===== src/rtl/servo_pkg.sv =====
// Shared types and defaults for the servo PWM bank, plus the clamp and
// slew helpers used by every channel.
package servo_pkg;

  localparam int NUM_SERVOS  = 5;

  typedef logic [14:0] servo_us_t;

  localparam int MIN_US_DEF  = 500;
  localparam int MAX_US_DEF  = 2500;
  localparam int HOME_US_DEF = 1500;
  localparam int STEP_US_DEF = 10;

  // Limit a requested width to the legal window [lo, hi].
  function automatic servo_us_t clamp_us(input servo_us_t v,
                                         input servo_us_t lo,
                                         input servo_us_t hi);
    if (v < lo) return lo;
    if (v > hi) return hi;
    return v;
  endfunction

  // One frame of slew: move cur toward tgt by at most step. The distance is
  // taken in the direction of travel, so neither add nor subtract can wrap.
  function automatic servo_us_t slew_us(input servo_us_t cur,
                                        input servo_us_t tgt,
                                        input servo_us_t step);
    servo_us_t diff;
    if (tgt > cur) begin
      diff = tgt - cur;
      return (diff > step) ? cur + step : tgt;
    end
    if (cur > tgt) begin
      diff = cur - tgt;
      return (diff > step) ? cur - step : tgt;
    end
    return cur;
  endfunction

endpackage


===== src/rtl/servo_channel.sv =====
// One servo output: clamped target register, per-frame slew of the current
// width, and the registered width-versus-counter compare that drives pwm.
module servo_channel
  import servo_pkg::*;
#(
  parameter int MIN_US  = MIN_US_DEF,
  parameter int MAX_US  = MAX_US_DEF,
  parameter int HOME_US = HOME_US_DEF,
  parameter int STEP_US = STEP_US_DEF
) (
  input  logic      clk,
  input  logic      reset,
  input  logic      i_load,
  input  logic      i_wrap,
  input  servo_us_t i_us_cnt,
  input  servo_us_t i_target_us,
  output logic      o_pwm,
  output logic      o_differs
);

  localparam servo_us_t MIN_V  = servo_us_t'(MIN_US);
  localparam servo_us_t MAX_V  = servo_us_t'(MAX_US);
  localparam servo_us_t HOME_V = servo_us_t'(HOME_US);
  localparam servo_us_t STEP_V = servo_us_t'(STEP_US);

  servo_us_t r_tgt;
  servo_us_t r_cur;
  logic      r_pwm;

  // Capture clamped targets, slew at frame wrap (reading the pre-load target
  // when both happen together), and register the pulse compare.
  always_ff @(posedge clk) begin
    if (reset) begin
      r_tgt <= HOME_V;
      r_cur <= HOME_V;
      r_pwm <= 1'b0;
    end else begin
      if (i_load) r_tgt <= clamp_us(i_target_us, MIN_V, MAX_V);
      if (i_wrap) r_cur <= slew_us(r_cur, r_tgt, STEP_V);
      r_pwm <= (i_us_cnt < r_cur);
    end
  end

  assign o_pwm     = r_pwm;
  assign o_differs = (r_cur != r_tgt);

endmodule


===== src/rtl/servo_pwm_bank.sv =====
// Bank of NUM_SERVOS hobby-servo PWM outputs sharing one microsecond
// prescaler and frame counter. Widths ramp toward their targets by a bounded
// step once per frame.
module servo_pwm_bank
  import servo_pkg::*;
#(
  parameter int CLK_HZ   = 50_000_000,
  parameter int FRAME_US = 20000,
  parameter int MIN_US   = MIN_US_DEF,
  parameter int MAX_US   = MAX_US_DEF,
  parameter int HOME_US  = HOME_US_DEF,
  parameter int STEP_US  = STEP_US_DEF
) (
  input  logic                        clk,
  input  logic                        reset,
  input  logic                        load,
  input  servo_us_t [NUM_SERVOS-1:0]  target_us,
  output logic      [NUM_SERVOS-1:0]  pwm,
  output logic                        frame_start,
  output logic                        busy
);

  localparam int                PRE_DIV    = CLK_HZ / 1_000_000;
  localparam int                PRE_W      = (PRE_DIV > 1) ? $clog2(PRE_DIV) : 1;
  localparam logic [PRE_W-1:0]  PRE_LAST   = PRE_W'(PRE_DIV - 1);
  localparam servo_us_t         FRAME_LAST = servo_us_t'(FRAME_US - 1);

  logic [PRE_W-1:0]      r_pre;
  servo_us_t             r_us_cnt;
  logic                  r_frame_start;
  logic                  r_busy;
  logic                  w_us_tick;
  logic                  w_wrap;
  logic [NUM_SERVOS-1:0] w_pwm;
  logic [NUM_SERVOS-1:0] w_differs;

  assign w_us_tick = (r_pre == PRE_LAST);
  assign w_wrap    = w_us_tick && (r_us_cnt == FRAME_LAST);

  // Divide the clock down to one tick per microsecond.
  always_ff @(posedge clk) begin
    if (reset)          r_pre <= '0;
    else if (w_us_tick) r_pre <= '0;
    else                r_pre <= r_pre + PRE_W'(1);
  end

  // Microsecond position within the frame; wraps exactly at FRAME_US.
  always_ff @(posedge clk) begin
    if (reset)          r_us_cnt <= '0;
    else if (w_wrap)    r_us_cnt <= '0;
    else if (w_us_tick) r_us_cnt <= r_us_cnt + servo_us_t'(1);
  end

  // Registered frame marker and "still ramping" flag.
  always_ff @(posedge clk) begin
    if (reset) begin
      r_frame_start <= 1'b0;
      r_busy        <= 1'b0;
    end else begin
      r_frame_start <= w_wrap;
      r_busy        <= |w_differs;
    end
  end

  for (genvar g = 0; g < NUM_SERVOS; g++) begin : g_ch
    servo_channel #(
      .MIN_US  (MIN_US),
      .MAX_US  (MAX_US),
      .HOME_US (HOME_US),
      .STEP_US (STEP_US)
    ) u_ch (
      .clk         (clk),
      .reset       (reset),
      .i_load      (load),
      .i_wrap      (w_wrap),
      .i_us_cnt    (r_us_cnt),
      .i_target_us (target_us[g]),
      .o_pwm       (w_pwm[g]),
      .o_differs   (w_differs[g])
    );
  end

  assign pwm         = w_pwm;
  assign frame_start = r_frame_start;
  assign busy        = r_busy;

endmodule


===== config.mk =====
export PLATFORM = sky130hd
export DESIGN_NAME = servo_pwm_bank
export DESIGN_NICKNAME = d
export VERILOG_FILES = /design/src/rtl/servo_pkg.sv /design/src/rtl/servo_channel.sv /design/src/rtl/servo_pwm_bank.sv
export SDC_FILE = /design/constraint.sdc
export NUM_CORES = 1
export LEC_CHECK = 0
export ABC_AREA = 1
export BUFFER_PORTS_ARGS = -buffer_cell sky130_fd_sc_hd__buf_2
export CORE_MARGIN = 10
export CORE_UTILIZATION = 45
export DETAILED_ROUTE_END_ITERATION = 7
export GPL_ROUTABILITY_DRIVEN = 0
export MAX_ROUTING_LAYER = met4
export PLACE_DENSITY = 0.61
export SLEW_MARGIN = 15
export SYNTH_ARGS = -nofsm -noshare
export SYNTH_HDL_FRONTEND = slang
export SYNTH_HIERARCHICAL = 1
export SYNTH_SLANG_ARGS = --single-unit
export TNS_END_PERCENT = 1

===== constraint.sdc =====
create_clock -name clk -period 7.27 [get_ports clk]
set_clock_uncertainty 0.15 [all_clocks]
set_input_delay 1.454 -clock clk [delete_from_list [all_inputs] [get_ports clk]]
set_output_delay 1.454 -clock clk [all_outputs]
set_load 0.02 [all_outputs]

== Word level (Yosys, flattened, before mapping) ==
Cells that the tools add are included.

* Add/sub/neg operators: 22
* Order comparisons: 35
* Equality and inequality tests: 7
* Mux-type cells: 120
* Reductions and logical operators: 14

{| class="wikitable"
|+ Operators with widths
! cell !! count
|-
| $mux 15 || 50
|-
| $gt 15x15->1 || 10
|-
| $gt 15x4->1 const B || 10
|-
| $sub 15x15->15 || 10
|-
| $add 15x4->15 const B || 5
|-
| $gt 15x12->1 const B || 5
|-
| $lt 15x15->1 || 5
|-
| $lt 15x9->1 const B || 5
|-
| $ne 15x15->1 || 5
|-
| $sub 15x4->15 const B || 5
|-
| $mux 1 || 70
|-
| $add 15x1->15 const B || 1
|-
| $eq 15x15->1 const B || 1
|-
| $reduce_and 2->1 || 5
|-
| $reduce_bool 2->1 || 5
|-
| $add 6x1->6 const B || 1
|-
| $eq 6x6->1 const B || 1
|-
| $reduce_or 5->1 || 1
|-
| $reduce_or 2->1 || 2
|-
| $logic_and 1x1->1 || 1
|}

* Bits in registers: 178
* Input port bits: 78
* Output and inout bits: 7
* Logic and storage cells: 217

== Longest topological paths before layout ==
* Depth in word-level cells: 9
* Mapped depth: 23
* Mapped depth without buffers: 21

== Modules after synthesis ==
Netlist, hierarchy kept.

{| class="wikitable"
|+ By module, submodules not included
! module !! times used !! cells an instance !! area each (um2) !! sequential area each (um2)
|-
| servo_channel (g_ch[0].u_ch ...) || 4 || 698 || 4095.2 || 620.6
|-
| servo_channel (g_ch[1].u_ch) || 1 || 705 || 4144.0 || 620.6
|-
| servo_pwm_bank || 1 || 170 || 1198.6 || 460.4
|}

== Worst setup path after synthesis ==
OpenSTA, ideal clock, no wires.

* Path kind: input port to flip-flop
* Start: input port target_us[14] (netlist name)
* End: register g_ch[0].u_ch.r_tgt[2]
* Setup time: 0.120 ns
* Arrival time: 2.669 ns
* Data required time: 7.000 ns
* Path slack: 4.330 ns
* Stages: 7
* Buffers on the path: 0
* Path through: or3_1 nor3_1 a21oi_1 nor2_1 inv_1 o32ai_1 inv_1

* Cells in the longest elaborated chain, start to end: 7
* Elaborated cells on any way between the ends: 12
* Those cells by class: order compare (2); mux (10)

{| class="wikitable"
|+ Ends and longest elaborated chain
! what !! line !! RTL
|-
| start: declaration || servo_pwm_bank.sv:17 || <nowiki>input servo_us_t [NUM_SERVOS-1:0] target_us,</nowiki>
|-
| $gt 15x12->1 || servo_pkg.sv:19 || <nowiki>if (v > hi) return hi;</nowiki>
|-
| $mux 1 (2 in a row) || servo_pkg.sv:19 ||
|-
| $mux 1 || servo_channel.sv:38 || <nowiki>if (i_load) r_tgt <= clamp_us(i_target_us, MIN_V, MAX_V);</nowiki>
|-
| $mux 1 || servo_channel.sv:33 || <nowiki>if (reset) begin</nowiki>
|-
| $mux 15 || servo_pkg.sv:20 || <nowiki>return v;</nowiki>
|-
| $mux 15 (*) || servo_pkg.sv:19 ||
|-
| end signal: assignment || servo_channel.sv:38 ||
|-
| end: declaration || servo_channel.sv:26 || <nowiki>servo_us_t r_tgt;</nowiki>
|}

Every way passes the cells marked *; elsewhere a longest branch is shown, timed or not. The select of a mux whose other input is x is not followed.
A chain may end at the register's enable or synchronous reset.

== Final worst setup path ==
* Start: register g_ch[3].u_ch.r_tgt[2]
* End: register g_ch[3].u_ch.r_cur[0]

* Cells in the longest elaborated chain, start to end: 7
* Elaborated cells on any way between the ends: 21
* Those cells by class: add/sub (2); order compare (4); mux (13); reduce/logical (2)

{| class="wikitable"
|+ Ends and longest elaborated chain
! what !! line !! RTL
|-
| start: declaration || servo_channel.sv:26 ||
|-
| start signal: assignment || servo_channel.sv:38 ||
|-
| $sub 15x15->15 / $gt 15x15->1 (equally long branches) || servo_pkg.sv:30, servo_pkg.sv:33 ||
|-
| $gt 15x4->1 / $mux 1 (equally long branches) || servo_pkg.sv:31, servo_pkg.sv:33 ||
|-
| $mux 15 / $mux 1 (equally long branches) || servo_pkg.sv:31, servo_pkg.sv:33 ||
|-
| $mux 15 / $mux 1 (equally long branches) || servo_pkg.sv:29, servo_channel.sv:39 ||
|-
| $mux 15 / $mux 1 (equally long branches) || servo_pkg.sv:33, servo_channel.sv:33 ||
|-
| $mux 15 / $reduce_bool 2->1 (equally long branches) || - ||
|-
| $mux 15 / $reduce_and 2->1 (equally long branches) || - ||
|-
| end signal: assignment || servo_channel.sv:39 || <nowiki>if (i_wrap) r_cur <= slew_us(r_cur, r_tgt, STEP_V);</nowiki>
|-
| end: declaration || servo_channel.sv:27 || <nowiki>servo_us_t r_cur;</nowiki>
|}

Parallel ways exist; a longest one is shown, timed or not. The select of a mux whose other input is x is not followed.

==> out/metrics.yaml <==
outcome: "completed"
cp_slowest_cell: "ha_1"
synth_edf_count: 0
post-route-min-period_ps: 3470
combPwrFrac_pct: 29.0
synth_cell_types: 44
fin_ws_ps: 3800
synth_top_cell_by_area: "nand2_1"
slew_headroom_pct: 53.7
holdCritStartpoint: "r_pre[0]"
cts_hold_buf: 0
syn_avg_cell_area_um2: 5.92
portBuffers: 84
syn-cell-area_mm2: 0.0217
viasPerCell: 5.31
synthTopCellsByArea: "nand2_1, dfxtp_1, ha_1"
start_kind: "register"
async_flop_share_pct: 0
cts_tree: "done"
n_fill_cell: 5213
yosysMostFrequentCell: "nand2_1"
grt_max_degree: 46
die-area_mm2: 0.0575
cp_top_family: "simple AND/OR/NAND/NOR gates"
pwr-share-clk_pct: 34.6
overflow: 0
place_area_mm2: 0.0226
hold_path_class: "reg -> reg"
antenna_found_initial: 0
synth_top_cells_by_count: "nand2_1, inv_1, nand3_1, nor2_1, ha_1"
cts.clk_slew.worst_paths_ps: 70
drive_above_1_share_pct: 7.65
place_hpwl_mm: 57.0
synth-seq-cells: 178
endpoint_kind: "register"
cp.arrival_ps: 3740
swShare_pct: 37.3
cts_resized: 0
synth_top_area_share_pct: 19.3
reg2reg_to: "g_ch[3].u_ch/r_cur[0]"
die_w_um: 240
numCtsBuffers: 17
tightest_slew_ps: 694
instances_no_fill: 4341
slowest_delay_ps: 530
clkLatencyLatePin_ps: 480
ys_warn_count: 6
ios: 85
routed_wirelength_mm: 69.7
die_h_um: 240
grt_usage_pct: 24.7
grt_pass1_vias: 21100
drt-initial-drc-count: 2138
grt_first_pass_wirelength_mm: 112
post-place-ws_ps: 3510
worstSetupPathDepth: 17
synthToLayoutAreaGrowth_pct: 6.77
cts_buffer_depth: 2
whs_path_depth: 1
drtAntennaViolNets: 0
rsz0062_at_grt: "false"
dpl.cell_count: 4309
synthCells: 3667
firstDrtPassIters: 6
r2r_start: "g_ch[3].u_ch/r_tgt[2]"
critical_path_class: "reg -> reg"
max_freq_mhz: 288
clock_sinks: 178
leakage_uw: 0.0124
rrSetupSlack_ps: 3800
final.period_utilization_pct: 47.8
core_mm2: 0.0477
rr_worst_depth: 17
hold_ws_ps: 331
cts_max_level: 4
seq_area_frac_synth_pct: 16.4
cp_num_buf_inv: 4
routedWlPerCell_um: 16.0
postCtsSetupRepairBufs: 0
drcViolationCount: 0
cp.required_ps: 7540
setup_viol: 0
antenna_cells: 0
rows: 80
holdPathEnd: "r_pre[0]"
power_density_mw_per_mm2: 119
ys.flop_type: "dfxtp_1"
crit_chain: "inv_1 > ha_1 > nand2_1 > nand2_1 > inv_1 > nand2_1 > nand2_1 > nand2_1 > nand2_1 > o2111ai_1 > nand2_1 > a21boi_1 > buf_4 > inv_1 > nor2_2 > o21ai_1 > nor2_1"
syn_nets: 3988
power_switching_uw: 1030
p_int_uw: 1730
cp_common_cell: "nand2_1"
clock-root-buffer: "clkbuf_16"
tns_ps: 0
drv_cap: 0
nets: 4034
vdd_drop_max_mv: 0.138
maxSlewViolCount: 0
cp_max_fo: 20
via_count: 23100
p_seq_share_pct: 36.4
start_util_pct: 45.5
hold_viol: 0
fin_area_mm2: 0.0232
through the flow:
stage          utilization [%]  total power [uW]
2_1_floorplan                -              1620
3_3_place_gp              47.4              1820
3_5_place_dp              47.4              1810
4_1_cts                   48.6              2770
5_1_grt                   48.6              2930
6_report                  48.6              2760
power by group through the flow:
stage / clock (uW) / sequential [uW] / combinational [uW]
after global placement: 0 / 1030 / 789
final: 956 / 1010 / 802
after global routing: 1020 / 1010 / 899
after detailed placement: 0 / 1030 / 787
after CTS: 979 / 1000 / 790
after floorplan: 0 / 1020 / 593
state kept, by name (all words and copies together), names as in the netlist:
register and flops:
g_ch.u_ch/r_cur 75, g_ch.u_ch/r_tgt 75, r_us_cnt 15, r_pre 6
g_ch.u_ch/o_pwm 5, busy 1, frame_start 1
cell families after synthesis:
family / after synthesis / share of synthesized area [%]
xor+xnor: 126 / 5.08
compound gates: 395 / 10.4
fa+ha+maj: 243 / 14.3
simple gates: 2056 / 41.6
buf+inv: 669 / 12.2
flops: 178 / 16.4
layout make-up:
cell class                 instances  area (um^2)  share of cell area, %
multi-input combinational       2820        15500                   66.9
sequential                       178         3560                   15.4
inverter                         605         2290                   9.88
tap                              615          769                   3.32
timing repair buffer              91          475                   2.05
clock buffer                      18          439                   1.89
clock inverter                    14          140                  0.604
metal layers:
layer | part of all wire, % | GRT usage (%) | wire, um
met5 | 0 | - | 0
met4 | 2.9 | 8.64 | 2010
met3 | 5.7 | 3.08 | 3960
met2 | 43 | 37.5 | 30200
met1 | 48 | 33.1 | 33500
cells in the final DEF (no fill, tap or decap), types with 6 or more instances in the layout:
cell / n
ha_1: 233
nand4_1: 101
nor2_4: 13
clkinv_1: 7
nor4_1: 10
o22ai_1: 10
inv_1: 571
o211ai_1: 26
inv_6: 7
o21ai_1: 17
clkbuf_16: 17
nand2_1: 1117
nand2_4: 8
nand3_1: 337
nor3_1: 39
xnor2_1: 11
xor2_1: 115
nor2_1: 302
a21oi_1: 183
o32ai_1: 25
and2_1: 6
o2111ai_1: 13
nor2_2: 42
o21ai_0: 100
buf_4: 8
nand2_2: 43
dfxtp_1: 178
buf_2: 83
nor3_2: 8
inv_2: 23
nand3_2: 11
fa_1: 10
worst reg2reg max path, delay by kind of cell (launching register included):
kind	cells	cell delay (ps)
and+or+nand+nor	9	1210
buffers and inverters	4	690
adders and majority gates	1	530
DFF	1	430
AOI/OAI and AO/OA	3	410
worst max path at each step:
stage                        endpoint             startpoint
3_3_place_gp   g_ch[3].u_ch/r_tgt[11]                  reset
5_1_grt         g_ch[3].u_ch/r_cur[0]  g_ch[3].u_ch/r_tgt[2]
4_1_cts         g_ch[3].u_ch/r_cur[0]            r_us_cnt[1]
3_5_place_dp   g_ch[3].u_ch/r_tgt[11]                  reset
2_1_floorplan   g_ch[0].u_ch/r_tgt[2]          target_us[14]
6_report        g_ch[3].u_ch/r_cur[0]  g_ch[3].u_ch/r_tgt[2]
No activity file was read; power rests on OpenSTA's default activity.
